`config.mk`:
```
export PLATFORM = sky130hd
export DESIGN_NAME = rom_dump_sequencer
export DESIGN_NICKNAME = d
export VERILOG_FILES = /design/src/rtl/rom_reader_pkg.sv /design/src/rtl/rom_seq_timer.sv /design/src/rtl/rom_dump_sequencer.sv
export SDC_FILE = /design/constraint.sdc
export NUM_CORES = 1
export LEC_CHECK = 0
export BUFFER_PORTS_ARGS = -buffer_cell sky130_fd_sc_hd__buf_2
export CELL_PAD_IN_SITES_DETAIL_PLACEMENT = 0
export CELL_PAD_IN_SITES_GLOBAL_PLACEMENT = 1
export CORE_AREA = 5 5 89 70
export DETAILED_ROUTE_END_ITERATION = 12
export DIE_AREA = 0 0 94 75
export PLACE_DENSITY_LB_ADDON = 0.15
export SLEW_MARGIN = 20
export SYNTH_ARGS = -nofsm -noshare
export SYNTH_HDL_FRONTEND = slang
export SYNTH_SLANG_ARGS = --single-unit
```
`constraint.sdc`:
```
create_clock -name clk -period 7.2 [get_ports clk]
set_clock_uncertainty 0.15 [all_clocks]
set_input_delay 0.72 -clock clk [delete_from_list [all_inputs] [get_ports clk]]
set_output_delay 0.72 -clock clk [all_outputs]
set_load 0.05 [all_outputs]
```
`src/rtl/rom_reader_pkg.sv`:
```
// Shared definitions for the ROM reader and its automatic dump sequencer.
package rom_reader_pkg;

  typedef enum logic [1:0] {
    CHIP_556PT5 = 2'd0,
    CHIP_556PT4 = 2'd1
  } chip_id_e;

  localparam int unsigned PT5_DATA_WIDTH    = 8;
  localparam int unsigned PT5_ADDRESS_WIDTH = 9;
  localparam int unsigned PT4_DATA_WIDTH    = 4;
  localparam int unsigned PT4_ADDRESS_WIDTH = 8;

  localparam int unsigned DEFAULT_RESET_CYCLES  = 2;
  localparam int unsigned DEFAULT_PULSE_CYCLES  = 2;
  localparam int unsigned DEFAULT_GAP_CYCLES    = 3;
  localparam int unsigned DEFAULT_SETTLE_CYCLES = 4;
  localparam int unsigned TIMER_WIDTH           = 8;

  typedef enum logic [2:0] {
    IDLE     = 3'd0,
    RD_RESET = 3'd1,
    SETTLE   = 3'd2,
    PRESENT  = 3'd3,
    PULSE_HI = 3'd4,
    PULSE_LO = 3'd5,
    DONE     = 3'd6
  } seq_state_e;

  function automatic logic is_busy(input seq_state_e s);
    return !((s == IDLE) || (s == DONE));
  endfunction

endpackage

```
`src/rtl/rom_seq_timer.sv`:
```
// Loadable down-counter; expired_c is high while the count sits at zero.
module rom_seq_timer
  import rom_reader_pkg::*;
#(
  parameter int unsigned WIDTH = TIMER_WIDTH
) (
  input  logic             clk,
  input  logic             reset_n,
  input  logic             load,
  input  logic [WIDTH-1:0] load_value,
  output logic             expired_c
);

  logic [WIDTH-1:0] count_q;
  logic [WIDTH-1:0] count_d;

  always_comb begin
    count_d = count_q;
    if (load) begin
      count_d = load_value;
    end else if (count_q != '0) begin
      count_d = count_q - WIDTH'(1);
    end
  end

  always_ff @(posedge clk or negedge reset_n) begin
    if (!reset_n) begin
      count_q <= '0;
    end else begin
      count_q <= count_d;
    end
  end

  assign expired_c = (count_q == '0);

endmodule

```
`src/rtl/rom_dump_sequencer.sv`:
```
// Steps the ROM reader through WORD_COUNT addresses and streams each
// (address, data) pair out over valid/ready, flagging address drift.
module rom_dump_sequencer
  import rom_reader_pkg::*;
#(
  parameter int unsigned DATA_WIDTH    = PT5_DATA_WIDTH,
  parameter int unsigned ADDRESS_WIDTH = PT5_ADDRESS_WIDTH,
  parameter int unsigned WORD_COUNT    = 512,
  parameter int unsigned RESET_CYCLES  = DEFAULT_RESET_CYCLES,
  parameter int unsigned PULSE_CYCLES  = DEFAULT_PULSE_CYCLES,
  parameter int unsigned GAP_CYCLES    = DEFAULT_GAP_CYCLES,
  parameter int unsigned SETTLE_CYCLES = DEFAULT_SETTLE_CYCLES
) (
  input  logic                     clk,
  input  logic                     reset_n,
  input  logic                     start,
  input  logic                     abort,
  output logic                     rd_reset_n,
  output logic                     rd_increment,
  output logic                     rd_decrement,
  input  logic [ADDRESS_WIDTH-1:0] rd_address,
  input  logic [DATA_WIDTH-1:0]    rd_data,
  output logic [ADDRESS_WIDTH-1:0] out_addr,
  output logic [DATA_WIDTH-1:0]    out_data,
  output logic                     out_valid,
  input  logic                     out_ready,
  output logic                     busy,
  output logic                     done,
  output logic                     addr_error
);

  // One extra bit so WORD_COUNT == 2**ADDRESS_WIDTH compares cleanly.
  localparam int unsigned IDX_W = ADDRESS_WIDTH + 1;
  localparam int unsigned TMR_W = TIMER_WIDTH;
  localparam logic [IDX_W-1:0] LAST_INDEX = IDX_W'(WORD_COUNT - 1);

  seq_state_e               state_q, state_d;
  logic [IDX_W-1:0]         index_q, index_d;
  logic [ADDRESS_WIDTH-1:0] out_addr_q, out_addr_d;
  logic [DATA_WIDTH-1:0]    out_data_q, out_data_d;
  logic                     out_valid_q, out_valid_d;
  logic                     rd_reset_n_q, rd_reset_n_d;
  logic                     rd_increment_q, rd_increment_d;
  logic                     busy_q, busy_d;
  logic                     done_q, done_d;
  logic                     addr_error_q, addr_error_d;

  logic                     tmr_load;
  logic [TMR_W-1:0]         tmr_value;
  logic                     tmr_expired_c;

  rom_seq_timer #(.WIDTH(TMR_W)) u_timer (
    .clk        (clk),
    .reset_n    (reset_n),
    .load       (tmr_load),
    .load_value (tmr_value),
    .expired_c  (tmr_expired_c)
  );

  // Next-state, datapath and registered-output decode.
  always_comb begin
    state_d      = state_q;
    index_d      = index_q;
    out_addr_d   = out_addr_q;
    out_data_d   = out_data_q;
    addr_error_d = addr_error_q;
    tmr_load     = 1'b0;
    tmr_value    = '0;

    unique case (state_q)
      IDLE, DONE: begin
        if (start && !abort) begin
          state_d      = RD_RESET;
          index_d      = '0;
          addr_error_d = 1'b0;
          tmr_load     = 1'b1;
          tmr_value    = TMR_W'(RESET_CYCLES - 1);
        end
      end
      RD_RESET: begin
        if (tmr_expired_c) begin
          state_d   = SETTLE;
          tmr_load  = 1'b1;
          tmr_value = TMR_W'(SETTLE_CYCLES - 1);
        end
      end
      SETTLE: begin
        if (tmr_expired_c) begin
          if (IDX_W'(rd_address) != index_q) begin
            addr_error_d = 1'b1;
            state_d      = DONE;
          end else begin
            out_data_d = rd_data;
            out_addr_d = index_q[ADDRESS_WIDTH-1:0];
            state_d    = PRESENT;
          end
        end
      end
      PRESENT: begin
        if (out_ready) begin
          if (index_q == LAST_INDEX) begin
            state_d = DONE;
          end else begin
            index_d   = index_q + IDX_W'(1);
            state_d   = PULSE_HI;
            tmr_load  = 1'b1;
            tmr_value = TMR_W'(PULSE_CYCLES - 1);
          end
        end
      end
      PULSE_HI: begin
        if (tmr_expired_c) begin
          state_d   = PULSE_LO;
          tmr_load  = 1'b1;
          tmr_value = TMR_W'(GAP_CYCLES - 1);
        end
      end
      PULSE_LO: begin
        if (tmr_expired_c) begin
          state_d   = SETTLE;
          tmr_load  = 1'b1;
          tmr_value = TMR_W'(SETTLE_CYCLES - 1);
        end
      end
      default: state_d = IDLE;
    endcase

    // Abort discards whatever this cycle would have captured.
    if (abort && is_busy(state_q)) begin
      state_d      = IDLE;
      index_d      = index_q;
      out_addr_d   = out_addr_q;
      out_data_d   = out_data_q;
      addr_error_d = addr_error_q;
      tmr_load     = 1'b1;
      tmr_value    = '0;
    end

    out_valid_d    = (state_d == PRESENT);
    rd_reset_n_d   = (state_d != RD_RESET);
    rd_increment_d = (state_d == PULSE_HI);
    busy_d         = is_busy(state_d);
    done_d         = (state_d == DONE);
  end

  always_ff @(posedge clk or negedge reset_n) begin
    if (!reset_n) begin
      state_q        <= IDLE;
      index_q        <= '0;
      out_addr_q     <= '0;
      out_data_q     <= '0;
      out_valid_q    <= 1'b0;
      rd_reset_n_q   <= 1'b1;
      rd_increment_q <= 1'b0;
      busy_q         <= 1'b0;
      done_q         <= 1'b0;
      addr_error_q   <= 1'b0;
    end else begin
      state_q        <= state_d;
      index_q        <= index_d;
      out_addr_q     <= out_addr_d;
      out_data_q     <= out_data_d;
      out_valid_q    <= out_valid_d;
      rd_reset_n_q   <= rd_reset_n_d;
      rd_increment_q <= rd_increment_d;
      busy_q         <= busy_d;
      done_q         <= done_d;
      addr_error_q   <= addr_error_d;
    end
  end

  assign rd_reset_n   = rd_reset_n_q;
  assign rd_increment = rd_increment_q;
  assign rd_decrement = 1'b0;
  assign out_addr     = out_addr_q;
  assign out_data     = out_data_q;
  assign out_valid    = out_valid_q;
  assign busy         = busy_q;
  assign done         = done_q;
  assign addr_error   = addr_error_q;

endmodule

```
# ---- Word level (Yosys, flattened, before mapping)
# Index checks and enable logic that the tools add are counted.
dict set report word_totals {
  regBits 44
  inputBits 22
  out_inout_bits 24
  word_cells 84
}
dict set report classes {
  n_addsub 2
  eq_ne 17
  mux 32
  bitwise_logic 2
  reduce_logical 20
}
# op count
set ops {}
lappend ops {{10-bit 2-to-1 mux} 3}
lappend ops {{8-bit 2-to-1 mux} 3}
lappend ops {{3-bit 2-to-1 mux} 7}
lappend ops {{10-bit case mux with 2 select lines} 1}
lappend ops {{3-bit == test, second input constant} 5}
lappend ops {{3-bit case mux with 5 select lines} 1}
lappend ops {{1-bit 2-to-1 mux} 11}
lappend ops {{10-bit by 1-bit adder with 10-bit output, second input constant} 1}
lappend ops {{10-bit by 9-bit == test with 1-bit output, second input constant} 1}
lappend ops {{2-bit != test, second input constant} 5}
lappend ops {{9-bit by 10-bit != test with 1-bit output} 1}
lappend ops {{5-bit AND reduction} 2}
lappend ops {{3-bit by 2-bit == test with 1-bit output, second input constant} 3}
lappend ops {{8-bit zero test} 1}
lappend ops {{2-bit case mux with 4 select lines} 1}
lappend ops {{8-bit nonzero test} 1}
lappend ops {{8-bit by 1-bit subtractor with 8-bit output, second input constant} 1}
lappend ops {{3-bit zero test} 2}
lappend ops {{2-bit 2-to-1 mux} 3}
lappend ops {{2-bit nonzero test} 3}
lappend ops {{4-bit AND reduction} 1}
lappend ops {{2-bit OR reduction} 2}
lappend ops {{3-bit by 1-bit == test with 1-bit output, second input constant} 1}
lappend ops {{1-bit zero test} 3}
lappend ops {{other kinds (7)} 10}

# ---- Depth between registers and ports, before layout
dict set report depth {
  word_depth 8
  ltp_mapped 8
  ltp_nobuf 7
}

# ---- Modules after synthesis
# From an unflattened synthesis, not the netlist that was laid out.
dict set report unflattened {
  hier_cells 241
  hier_area_um2 2457.4
}
# mod instances cells_per_inst area_each_um2 seq_area_each_um2
set modules_own_cells {}
lappend modules_own_cells {rom_dump_sequencer 1 187 1969.4 902.1}
lappend modules_own_cells {rom_seq_timer 1 54 488.0 200.2}

# ---- Worst setup path before layout
# Ideal clock, no wire load.
dict set report synth_path {
  path_kind {input port to flip-flop}
  startpoint {input start}
  endpoint {register index_q[7]}
  setup_ps 78
  arrival_ps 2235
  required_time_ps 6972
  slack_ps 4737
  path_stages 6
  path_buffers 1
  cell_sequence {or3b_1 -> a21o_1 -> a221o_1 -> buf_6 -> or4_1 -> a21oi_1}
}
dict set report synth_via {
  elab_chain_cells 3
}
# item line
set synth_rtl {}
lappend synth_rtl {{start: declaration} rom_dump_sequencer.sv:16} ;# input logic start,
lappend synth_rtl {{1-bit logical AND} rom_dump_sequencer.sv:72} ;# if (start && !abort) begin
lappend synth_rtl {{2-bit != test (no line)} -}
lappend synth_rtl {{5-bit AND reduction (no line)} -}
lappend synth_rtl {{end signal: assignment} rom_dump_sequencer.sv:160} ;# index_q <= index_d;
lappend synth_rtl {{end: declaration} rom_dump_sequencer.sv:38} ;# logic [IDX_W-1:0] index_q, index_d;
# No other way between the ends.
# A chain may end at the register's enable or synchronous reset.

# ---- Final worst setup path
dict set report layout_path {
  startpoint {register u_timer.count_q[0]}
  endpoint {register out_addr_q[0] (netlist: out_addr[0])}
}
dict set report layout_via {
  elab_chain_cells 2
}
# item line
set layout_rtl {}
lappend layout_rtl {{start: declaration} rom_seq_timer.sv:14} ;# logic [WIDTH-1:0] count_q;
lappend layout_rtl {{start signal: assignment} rom_seq_timer.sv:30} ;# count_q <= count_d;
lappend layout_rtl {{8-bit zero test} rom_seq_timer.sv:34} ;# assign expired_c = (count_q == '0);
lappend layout_rtl {{4-bit AND reduction (no line)} -}
lappend layout_rtl {{end signal: assignment} rom_dump_sequencer.sv:161} ;# out_addr_q <= out_addr_d;
lappend layout_rtl {{end: declaration} rom_dump_sequencer.sv:39} ;# logic [ADDRESS_WIDTH-1:0] out_addr_q, out_addr_d;
# No other way between the ends.

==> run metrics <==
synthesized area 2330 µm²; most numerous cell in the Yosys netlist dfrtp_1; number of fill cells 517; antenna violations before repair 0; Worst Setup Start Kind flop; All-Layer GR Usage 14.9%; CP arrival 2850 ps; Setup Viol. Count Final 0; placed cells 334; H-tree depth 2; pin count of the biggest net entering global routing 45; number of synthesized register bits 44; Initial Util 44.5%; Worst path slowest cell nor2_2; Core ar. 5240 µm²; number of enable flip-flop cells after synthesis 0; Die X 94 µm; clock buffer count from CTS 5; Via Count 1768; fmax 353 MHz; Overall Power 0.802 mW; Required @ worst endpoint 7220 ps; reg2reg setup slack 4370 ps; CTS tree done; Diodes inserted 0; Clock Power Share 19.9%; CP Capture Type flop; Post-DRT Antenna Nets 0; DRT Pass-1 Iters 4; routability congestion estimate from global placement 0.826; Detail Placement HPWL 3530 µm; FF+latch area 1100 µm²; Hold Buf Count CTS 0; register area share after synthesis 47.3%; CTS sink count 44; CP Max Fanout 17; cts repair resizes 0; Area growth syn-to-layout 15.7%; final period utilization 39.3%; max-capacitance violation count 0; reg-to-reg critical path startpoint u_timer.count_q[0]$_DFFE_PN0P_; post-synth cell types 54; minimum clock period 2830 ps; Gate power share 38.3%; slew margin rel. 39.6%; Routed WL 4790 µm; R2R cell count 7; Non-Filler Instances 342; P_leak 1.29 nW; die area 7050 µm²; Post-synth top cells dfrtp_1 (43), mux2_1 (17), nand2_1 (15), a21oi_1 (12), nor2_1 (12); worst slew pin tran 883 ps; register clock-pin slew on the reported worst setup and hold paths 80 ps; # IOs 46; first-pass GRT wire length 8240 µm; crit path cell chain inv_1, ha_1, nor3b_1, and4b_1, nand2_1, nor2_2, mux2_1; root buffer selected by CTS clkbuf_8; fin nets 291; vias in the first global route 1728; DRC viols 0; max incr delay on CP 690 ps; status finished, final reports clean; Most used DFF post-synth dfrtp_1; dominant cells by area after synthesis dfrtp_1 (46%), mux2_1 (8.2%), xnor2_1 (4.1%); Psw 0.320 mW; leading area contributor after synthesis dfrtp_1; post-synthesis cell count 223; kind of critical path reg -> reg; async set or reset register ratio after synthesis 100%; cell internal pwr 0.482 mW; sequential fraction of design power 41.8%; RSZ-0062 raised after global routing no; reg2reg end out_addr[0]$_DFFE_PN0P_; average cell area after synthesis 10.5 µm²; port bufs 44; syn_nets 248; Setup TNS Final 0 ps; DR vias/cell 5.17; Worst Hold Class in -> async; yosys warns 0; switch share 39.9%; Power Dens Cells 297 nW/µm²; DRT iter0 DRCs 83; Longest Clk Path Bufs 2; gr ovfl total 0; Rows 23; worst skew pair latency 290 ps; routed wire length per instance 14.0 µm; postcts setup bufs 0; pins over their slew limit 0; Die Height 75 µm; share of post-route cells with drive strength above 1 21.0%; Final Hold Viols 0; Max VDD drop 0.303 mV; Yosys top cell area share 46.1%; area occupied by multi-input gates 1160 µm²
[sequential cells by signal (all words and copies together) (netlist names)]
| register | flops |
|---|---|
| rd_reset_n | 1 |
| done | 1 |
| busy | 1 |
| rd_increment | 1 |
| addr_error | 1 |
| state_q | 3 |
| out_addr | 9 |
| out_valid | 1 |
| u_timer.count_q | 8 |
| index_q | 10 |
| out_data | 8 |
[cell usage in the layout, fill, tap and decap left out, types with 6 or more instances in the layout]
| cell type | n |
|---|---|
| clkbuf_8 | 6 |
| mux2_1 | 17 |
| or4_1 | 7 |
| buf_2 | 43 |
| xnor2_1 | 11 |
| dfrtp_1 | 43 |
| a21oi_1 | 12 |
| o21ai_1 | 9 |
| nand2_1 | 15 |
| nor2_1 | 12 |
| nand3_1 | 8 |
| inv_1 | 7 |
| o31ai_1 | 6 |
[metal layers]
| layer | share of wire (%) | GRT usage [%] |
|---|---|---|
| met5 | 0 | 0 |
| met4 | 0.40 | 4.33 |
| met3 | 3.7 | 3.50 |
| met2 | 42 | 23.6 |
| met1 | 53 | 20.6 |
[critical path, delay by kind of cell, from the launching register on]
kind	cells	cell delay (ps)
AND/OR/NAND/NOR	4	1530
flip-flops	1	410
multiplexers	1	390
adder cells (fa/ha/maj)	1	140
buffers and inverters	1	90
[stage by stage]
stage | hold slack (ps) | util, % | setup WS [ps] | instance area (µm²)
detailed placement | 319 | 49.6 | 4320 | 2600
floorplan | 274 | - | 4740 | 2330
global route | 303 | 51.5 | 4040 | 2700
CTS | 339 | 51.4 | 4300 | 2690
global placement | 311 | 49.6 | 4310 | 2600
finish | 262 | 51.5 | 4370 | 2700
[cells by family after synthesis]
kind of cell / after synthesis / share of synthesized area (%)
flops: 44 / 47.3
fa+ha+maj: 3 / 1.61
compound gates: 47 / 13.4
buf+inv: 15 / 3.22
xor+xnor: 15 / 5.63
simple gates: 79 / 19.6
mux: 19 / 9.07
other cells: 1 / 0.161
[power by group through the flow]
| stage | sequential (mW) | combinational (mW) | clock [mW] |
|---|---|---|---|
| 2_1_floorplan | 0.352 | 0.227 | 0 |
| 3_3_place_gp | 0.339 | 0.309 | 0 |
| 3_5_place_dp | 0.339 | 0.307 | 0 |
| 4_1_cts | 0.335 | 0.311 | 0.168 |
| 5_1_grt | 0.342 | 0.352 | 0.178 |
| 6_report | 0.336 | 0.307 | 0.160 |
[worst max path at each step]
stage	startpoint	endpoint	slack, ps	cells past startpoint
2_1_floorplan	start	index_q[7]$_DFFE_PN0P_	4740	6
3_3_place_gp	abort	u_timer.count_q[7]$_DFFE_PN0P_	4310	6
4_1_cts	u_timer.count_q[0]$_DFFE_PN0P_	out_addr[0]$_DFFE_PN0P_	4300	7
3_5_place_dp	u_timer.count_q[0]$_DFFE_PN0P_	out_addr[0]$_DFFE_PN0P_	4320	7
6_report	u_timer.count_q[0]$_DFFE_PN0P_	out_addr[0]$_DFFE_PN0P_	4370	7
5_1_grt	u_timer.count_q[0]$_DFFE_PN0P_	out_addr[2]$_DFFE_PN0P_	4040	7
[final cells by class]
class	instances	area share, %
multi-input cells	164	43.0
flip-flops and latches	44	40.8
repair buffers	44	8.25
well taps	75	3.48
clock buffers	7	3.20
inverters	7	0.974
clock inverters	1	0.278
Note: power is estimated with default switching activity, not from simulation.
